File: config.mk
export PLATFORM = sky130hd
export DESIGN_NAME = vga_sync_receiver
export DESIGN_NICKNAME = d
export VERILOG_FILES = /design/src/rtl/vga_sync_receiver.sv
export SDC_FILE = /design/constraint.sdc
export NUM_CORES = 1
export LEC_CHECK = 0
export CAP_MARGIN = 15
export CORE_ASPECT_RATIO = 2
export CORE_MARGIN = 5
export CORE_UTILIZATION = 45
export CTS_CLUSTER_SIZE = 12
export DETAILED_ROUTE_END_ITERATION = 16
export GPL_TIMING_DRIVEN = 0
export PLACE_DENSITY = 0.79
export SLEW_MARGIN = 20
export SYNTH_ARGS = -nofsm -noshare
export SYNTH_HDL_FRONTEND = slang
export SYNTH_SLANG_ARGS = --single-unit
File: constraint.sdc
create_clock -name clk -period 4.4 [get_ports clk]
set_clock_uncertainty 0.05 [all_clocks]
set_input_delay 0.88 -clock clk [delete_from_list [all_inputs] [get_ports clk]]
set_output_delay 0.88 -clock clk [all_outputs]
set_load 0.01 [all_outputs]
File: src/rtl/vga_sync_receiver.sv
// rtl/vga_sync_receiver.sv - VGA sync receiver: timing recovery, lock FSM and active pixel re-emission
module vga_sync_receiver #(
    parameter int HD          = 640,
    parameter int HF          = 16,
    parameter int HS          = 96,
    parameter int HB          = 48,
    parameter int HT          = HD + HF + HS + HB,
    parameter int VD          = 480,
    parameter int VF          = 10,
    parameter int VS          = 2,
    parameter int VB          = 33,
    parameter int VT          = VD + VF + VS + VB,
    parameter int LOCK_FRAMES = 2
) (
    input  logic        clk,
    input  logic        rst,
    input  logic        hsync,
    input  logic        vsync,
    input  logic [11:0] rgb_in,
    output logic        valid,
    output logic [9:0]  h_cnt,
    output logic [9:0]  v_cnt,
    output logic [11:0] rgb_out,
    output logic        frame_start,
    output logic        locked,
    output logic [7:0]  err_cnt
);

    localparam int PW = $clog2(2 * HT + 1);
    localparam int GW = $clog2(LOCK_FRAMES + 1);

    localparam logic [PW-1:0] P_MAX    = PW'(2 * HT);
    localparam logic [PW-1:0] P_PRE    = PW'(2 * HT - 1);
    localparam logic [PW-1:0] P_LAST   = PW'(HT - 1);
    localparam logic [PW-1:0] H_FIRST  = PW'(HS + HB);
    localparam logic [PW-1:0] H_END    = PW'(HS + HB + HD);
    localparam logic [9:0]    V_FIRST  = 10'(VS + VB);
    localparam logic [9:0]    V_END    = 10'(VS + VB + VD);
    localparam logic [9:0]    Q_LAST   = 10'(VT - 1);
    localparam logic [GW-1:0] G_PRE    = GW'(LOCK_FRAMES - 1);

    typedef enum logic [1:0] {
        SEARCH,
        TRACK,
        LOCKED
    } state_t;

    state_t          state_q, state_d;
    logic [GW-1:0]   good_q, good_d;
    logic            started;        // blocks a false H-edge on the first sample after reset
    logic            hs_prev;
    logic            vs_last_h;      // vsync as sampled at the previous H-edge
    logic [PW-1:0]   pos_q, cur_p;   // pos_q: position of the previous sample
    logic [9:0]      row_q, cur_q;
    logic            line_chk_en;
    logic            frame_chk_en;
    logic            line_err_seen;
    logic            h_edge, f_edge, timeout, bad_line, bad_frame, active, pix_ok;

    assign locked = (state_q == LOCKED);

    // Edge detection, position/row tracking and timing-violation detection for the current sample
    always_comb begin
        h_edge    = started && hs_prev && !hsync;
        f_edge    = h_edge && !vsync && vs_last_h;
        cur_p     = h_edge ? '0 : ((pos_q == P_MAX) ? pos_q : pos_q + 1'b1);
        timeout   = !h_edge && (pos_q == P_PRE);
        bad_line  = h_edge && line_chk_en && (pos_q != P_LAST);
        bad_frame = f_edge && frame_chk_en &&
                    ((row_q != Q_LAST) || line_err_seen || bad_line);
        if (f_edge) begin
            cur_q = '0;
        end else if (h_edge && (row_q != 10'd1023)) begin
            cur_q = row_q + 1'b1;
        end else begin
            cur_q = row_q;
        end
        active = (cur_p >= H_FIRST) && (cur_p < H_END) &&
                 (cur_q >= V_FIRST) && (cur_q < V_END);
        pix_ok = active && (state_q == LOCKED);
    end

    // Lock FSM next state; a timeout or violation overrides any F-edge progress
    always_comb begin
        state_d = state_q;
        good_d  = good_q;
        if (timeout) begin
            state_d = SEARCH;
            good_d  = '0;
        end else begin
            case (state_q)
                SEARCH: begin
                    if (f_edge) begin
                        state_d = TRACK;
                        good_d  = '0;
                    end
                end
                TRACK: begin
                    if (f_edge) begin
                        if (bad_frame) begin
                            good_d = '0;
                        end else begin
                            good_d = good_q + 1'b1;
                            if (good_q == G_PRE) begin
                                state_d = LOCKED;
                            end
                        end
                    end
                end
                LOCKED: begin
                    if (bad_line || bad_frame) begin
                        state_d = TRACK;
                        good_d  = '0;
                    end
                end
                default: begin
                    state_d = SEARCH;
                    good_d  = '0;
                end
            endcase
        end
    end

    // Timing state, FSM register, error counter and registered pixel outputs
    always_ff @(posedge clk or negedge rst) begin
        if (!rst) begin
            state_q       <= SEARCH;
            good_q        <= '0;
            started       <= 1'b0;
            hs_prev       <= 1'b1;
            vs_last_h     <= 1'b1;
            pos_q         <= '0;
            row_q         <= '0;
            line_chk_en   <= 1'b0;
            frame_chk_en  <= 1'b0;
            line_err_seen <= 1'b0;
            err_cnt       <= '0;
            valid         <= 1'b0;
            h_cnt         <= '0;
            v_cnt         <= '0;
            rgb_out       <= '0;
            frame_start   <= 1'b0;
        end else begin
            state_q <= state_d;
            good_q  <= good_d;
            started <= 1'b1;
            hs_prev <= hsync;
            if (h_edge) begin
                vs_last_h <= vsync;
            end
            pos_q <= cur_p;
            row_q <= cur_q;
            if (timeout) begin
                line_chk_en <= 1'b0;
            end else if (h_edge) begin
                line_chk_en <= 1'b1;
            end
            if (timeout) begin
                frame_chk_en <= 1'b0;
            end else if (f_edge) begin
                frame_chk_en <= 1'b1;
            end
            if (timeout || f_edge) begin
                line_err_seen <= 1'b0;
            end else if (bad_line) begin
                line_err_seen <= 1'b1;
            end
            if ((bad_line || bad_frame || timeout) && (err_cnt != 8'hFF)) begin
                err_cnt <= err_cnt + 1'b1;
            end
            valid       <= pix_ok;
            h_cnt       <= pix_ok ? 10'(cur_p - H_FIRST) : '0;
            v_cnt       <= pix_ok ? (cur_q - V_FIRST) : '0;
            rgb_out     <= pix_ok ? rgb_in : '0;
            frame_start <= pix_ok && (cur_p == H_FIRST) && (cur_q == V_FIRST);
        end
    end

endmodule
### Word-level counts from Yosys, hierarchy flattened

Index checks and enable logic that the tools add are counted.

* bits in registers: 73
* input port bits: 16
* output and inout bits: 43
* word-level logic and storage cells: 99

* add/subtract/negate cells: 6
* magnitude comparators: 4
* equal/unequal tests: 16
* multiplexer cells: 26
* reductions and logical operators: 31

Operator list (number)
* 10-bit 2-to-1 mux: 4
* 11-bit equality test, second input constant: 2
* 11-bit 2-to-1 mux: 2
* 2-bit 2-to-1 mux: 11
* 10-bit inequality test, second input constant: 2
* 1-bit logical AND: 17
* 12-bit 2-to-1 mux: 1
* 3-bit inequality test, second input constant: 4
* 2-bit case mux with 3 select lines: 2
* 11-bit by 1-bit adder with 11-bit output, second input constant: 1
* 11-bit by 8-bit equality test with 1-bit output, second input constant: 1
* 11-bit by 8-bit greater-or-equal comparator with 1-bit output, second input constant: 1
* 11-bit by 10-bit less-than comparator with 1-bit output, second input constant: 1
* 11-bit by 10-bit inequality test with 1-bit output, second input constant: 1
* 10-bit by 1-bit adder with 10-bit output, second input constant: 1
* 10-bit by 6-bit equality test with 1-bit output, second input constant: 1
* 10-bit by 6-bit greater-or-equal comparator with 1-bit output, second input constant: 1
* 10-bit less-than comparator, second input constant: 1
* 10-bit by 6-bit subtractor with 10-bit output, second input constant: 1
* 10-bit by 8-bit subtractor with 10-bit output, second input constant: 1
* 8-bit by 1-bit adder with 8-bit output, second input constant: 1
* 8-bit inequality test, second input constant: 1
* 1-bit 2-to-1 mux: 6
* 2-bit nonzero test: 3
* 9 further kinds: 16

### Logic depth before layout (Yosys ltp)

* depth after elaboration: 11
* depth in mapped cells: 16
* gate-level depth less buffers: 13

### Worst setup path before layout

No wires, ideal clock.

* path kind: input to register
* start point: in hsync
* end point: reg rgb_out[10]
* library setup time: 0.066 ns
* arrival time: 3.527 ns
* required time: 4.284 ns
* path slack: 0.758 ns
* stages: 16
* buffers on the path: 6
* cell sequence: and3b_1 > buf_6 > buf_6 > clkbuf_1 > buf_1 > nand3_1 > o21ai_0 > ha_1 > a31oi_2 > a21oi_2 > o21bai_1 > a221o_1 > buf_6 > clkinv_4 > buf_6 > and2_1

* word-level cells in the longest chain between the ends: 10
* elaborated cells between the ends (all ways): 17
* those cells by class: order compare (4); mux (4); reduce/logical (9)

RTL lines
* from (decl): RTL line 17 `input logic hsync,`
* 1-bit zero test *: RTL line 64 `h_edge = started && hs_prev && !hsync;`
* 1-bit logical AND *: RTL line 64
* 1-bit logical AND, on equally long branches: RTL line 73, 65
* 10-bit 2-to-1 mux or 1-bit logical AND (tied branches): RTL line 73, 65
* 10-bit 2-to-1 mux *: RTL line 71 `if (f_edge) begin`
* via cur_q[0]: RTL line 54 `logic [9:0] row_q, cur_q;`
* 10-bit by 6-bit greater-or-equal comparator with 1-bit output: RTL line 79 `(cur_q >= V_FIRST) && (cur_q < V_END);`
* 1-bit logical AND: RTL line 78 `active = (cur_p >= H_FIRST) && (cur_p < H_END) &&`
* 1-bit logical AND *: RTL line 79
* 1-bit logical AND *: RTL line 80 `pix_ok = active && (state_q == LOCKED);`
* via pix_ok: RTL line 58 `logic h_edge, f_edge, timeout, bad_line, bad_frame, active, pix_ok;`
* 12-bit 2-to-1 mux *: RTL line 174 `rgb_out <= pix_ok ? rgb_in : '0;`
* to (signal assigned): RTL line 174
* to (decl): RTL line 23 `output logic [11:0] rgb_out,`

The timed path passes the listed nets; every way through them passes the cells marked *.
A chain may end at the register's enable or synchronous reset.

### Worst setup path after layout

* start point: in hsync
* end point: reg rgb_out[5]

The elaborated chain is that of the path after synthesis.

==> run summary <==
Vias in the first global route = 3085
Largest family of logic cells by synthesized area = simple AND/OR/NAND/NOR gates
Share of post-route cells with drive strength above 1 = 11.4%
Clk buf depth = 2
Residual DRC = 0
Worst slew pin tran = 860 ps
CTS clk-pin slew, worst paths = 50 ps
GP Congestion = 0.877
CORE AREA = 7890 µm²
Worst r2r dst = rgb_out[5]
Buffers on Ports = 58
N_diodes = 0
Register-to-Register Path Depth = 15
Vias = 2824
Crit path launch type = input pin
Total CTS buffers = 9
Rows = 46
Kind of end point of the critical path = flip-flop
Predominant post-synthesis flop cell = dfrtp_1
Gr ovfl total = 0
Htree depth = 3
Simple-gate area share of the yosys netlist = 21.5%
Final net count = 441
Layout area overhead = 29.0%
Fin. max-slew vios = 0
Global-route wire length before repair = 14600 µm
Largest net degree at the start of global routing = 39
Power Density = 419 nW/µm²
Hold depth = 2
Peak supply drop = 0.000236 V
Hold_sp = vs_last_h
Starting density of the core = 46.0%
Ys async rst share = 100%
Critical register-to-register path startpoint = row_q[0]
Root Driver = clkbuf_16
Antenna violations before repair = 0
Area contributors post-synth = dfrtp_1, xnor2_1, nor2_1, and2_1, ha_1
Worst EP arrival = 4130 ps
Worst hold endpoint = vs_last_h
CP required = 4620 ps
Hold WC Path Type = flip-flop to flip-flop
Gr usage total = 19.3%
Chip height = 137 µm
Status = finished, final reports clean
Post-route clock period utilization = 89.0%
Avg Cell Area, Syn = 10.4 µm²
Highest Clock Rate = 255 MHz
Syn nets = 372
Die ar. = 10100 µm²
Seq/Total Area, Yosys = 50.5%
DP Worst Slack = -526 ps
CTS tree = done
Crit Path Max Fanout = 19
Post-synthesis mux area share = 1.86%
Vias per inst = 5.46
Synth Register Bits = 73
Post-route ant nets = 0
Tmin final = 3920 ps
Unrepaired setup endpoints after global routing = no
Top-area cell type share of the netlist area = 49.0%
Synth warnings = 0
Die Width = 73.5 µm
Max-cap viol count = 0
Leading area contributor after synthesis = dfrtp_1
Synth Area in Adders = 3.11%
Cell area after synthesis = 3620 µm²
Count of cell types in the netlist = 67
Final setup vio count = 0
Headroom to the max-slew limit = 42.4%
Later-pin clock latency in the skew report = 330 ps
Routed WL per cell = 17.5 µm
DP HPWL = 6930 µm
Fin. Hold Viols = 0
Final wirelength = 9030 µm
Post-synthesis compound-gate area fraction = 11.6%
Leakage Power = 2.08 nW
Top Ports = 59
Sink Count = 73
Setup WS post-layout = 485 ps
WHS = 438 ps
Number of synthesized flops with an enable pin = 0
DR iter-0 viols = 136
Setup Buffers After CTS = 0
CP Class = input pin to flip-flop
DRT Pass-1 Iters = 4
Flop2flop setup slack = 890 ps
Cell count after synthesis = 347
Synth Area in XOR/XNOR = 6.28%
-- placed cells by master, fill, tap and decap left out, drive strengths merged, types with 3 or more instances in the layout --
| cell | count |
|---|---|
| a21oi | 6 |
| a31oi | 5 |
| and2 | 20 |
| and3 | 7 |
| buf | 13 |
| bufinv | 3 |
| clkbuf | 13 |
| clkdlybuf4s50 | 57 |
| clkinv | 3 |
| dfrtp | 71 |
| ha | 9 |
| inv | 20 |
| mux2 | 3 |
| mux2i | 3 |
| nand2 | 19 |
| nand2b | 3 |
| nand3 | 11 |
| nand4 | 6 |
| nor2 | 36 |
| nor2b | 3 |
| nor3 | 12 |
| nor4 | 3 |
| nor4b | 4 |
| o21ai | 15 |
| o311a | 3 |
| or2 | 5 |
| or3 | 3 |
| or4 | 3 |
| xnor2 | 19 |
| xor2 | 7 |
-- flip-flops by register name (all words and copies together), names as in the netlist --
signal	count
pos_q	11
row_q	10
frame_start	1
h_cnt	10
good_q	2
started	1
line_err_seen	1
v_cnt	10
vs_last_h	1
rgb_out	12
frame_chk_en	1
hs_prev	1
err_cnt	8
line_chk_en	1
valid	1
state_q	2
-- worst max-delay path: stages --
cell             delay, ps
clkdlybuf4s50_1        450
and3b_1                240
buf_6                  130
buf_6                  170
buf_2                  260
nand3_1                140
o21ai_1                310
ha_1                   270
a31oi_2                 80
a21oi_2                260
o21bai_1               110
a221o_1                350
buf_6                  150
clkinv_4                70
buf_6                  120
and2_1                 130
-- stage by stage --
stage | power (mW) | instances | TNS, ps | instance area, µm² | utilization (%)
after detailed placement | 1.15 | 502 | -14970 | 4340 | 55.1
after floorplan | 1.00 | 347 | 0 | 3620 | -
after CTS | 1.98 | 518 | 0 | 4680 | 59.3
after global routing | 2.05 | 517 | 0 | 4680 | 59.3
final | 1.96 | 517 | 0 | 4680 | 59.3
after global placement | 1.13 | 501 | -14880 | 4320 | 54.8
-- cells in the mapped netlist (all sizes together) (2+ instances only) --
cell / instances
and4: 2
a21oi: 6
and2: 20
o31ai: 2
a31oi: 5
nand2b: 3
o211ai: 2
or2: 5
a32oi: 2
o311a: 3
nand4: 6
nor2: 36
nor4: 3
ha: 9
nand3: 11
nor4b: 4
clkbuf: 3
and3: 7
nor3: 12
nand4b: 2
or4: 3
buf: 11
nand2: 19
a31o: 2
mux2: 3
a41oi: 2
xor2: 7
xnor2: 19
mux2i: 3
o21ai: 15
dfrtp: 71
dfstp: 2
nor2b: 3
or3: 3
inv: 20
-- final cells by class --
| type | count | area, µm² |
|---|---|---|
| Inverter | 21 | 83.8 |
| Sequential cell | 73 | 1830 |
| Tap cell | 96 | 120 |
| Fill cell | 642 | 3210 |
| Clock buffer | 11 | 233 |
| Multi-Input combinational cell | 239 | 1610 |
| Clock inverter | 5 | 104 |
| Timing Repair Buffer | 59 | 598 |
| Buffer | 13 | 98.8 |
-- kinds of logic (layout without fill, tap and decap cells) --
family	count (synthesis)	count (layout)
mux	6	6
xor+xnor	26	26
other cells	1	1
simple gates	143	143
fa+ha+maj	9	9
flops	73	73
buf+inv	35	109
compound gates	54	54
-- worst max path at each step --
| stage | cells past startpoint | endpoint | startpoint |
|---|---|---|---|
| CTS | 17 | rgb_out[5] | hsync |
| floorplan | 16 | rgb_out[10] | hsync |
| global route | 16 | rgb_out[5] | hsync |
| finish | 16 | rgb_out[5] | hsync |
| global placement | 17 | rgb_out[5] | hsync |
| detailed placement | 17 | rgb_out[5] | hsync |
-- metal layers --
layer	share of wire, %	GRT usage [%]	vias to the layer above
li1	-	-	1344
met1	32	18.4	1373
met2	60	36.1	73
met3	3.0	3.60	34
met4	4.4	11.7	0
met5	0	0	-
-- where the power goes --
group,switching [mW],total [mW],internal [mW]
combinational,0.179,0.331,0.153
clock,0.271,0.825,0.554
sequential,0.0713,0.805,0.734
-- timing repair --
action / CTS / global route
setup endpoints to repair: 34 / 34
hold buffers: 0 / 0
resized for setup: 2 / 1
(Power assumes the default switching activity.)
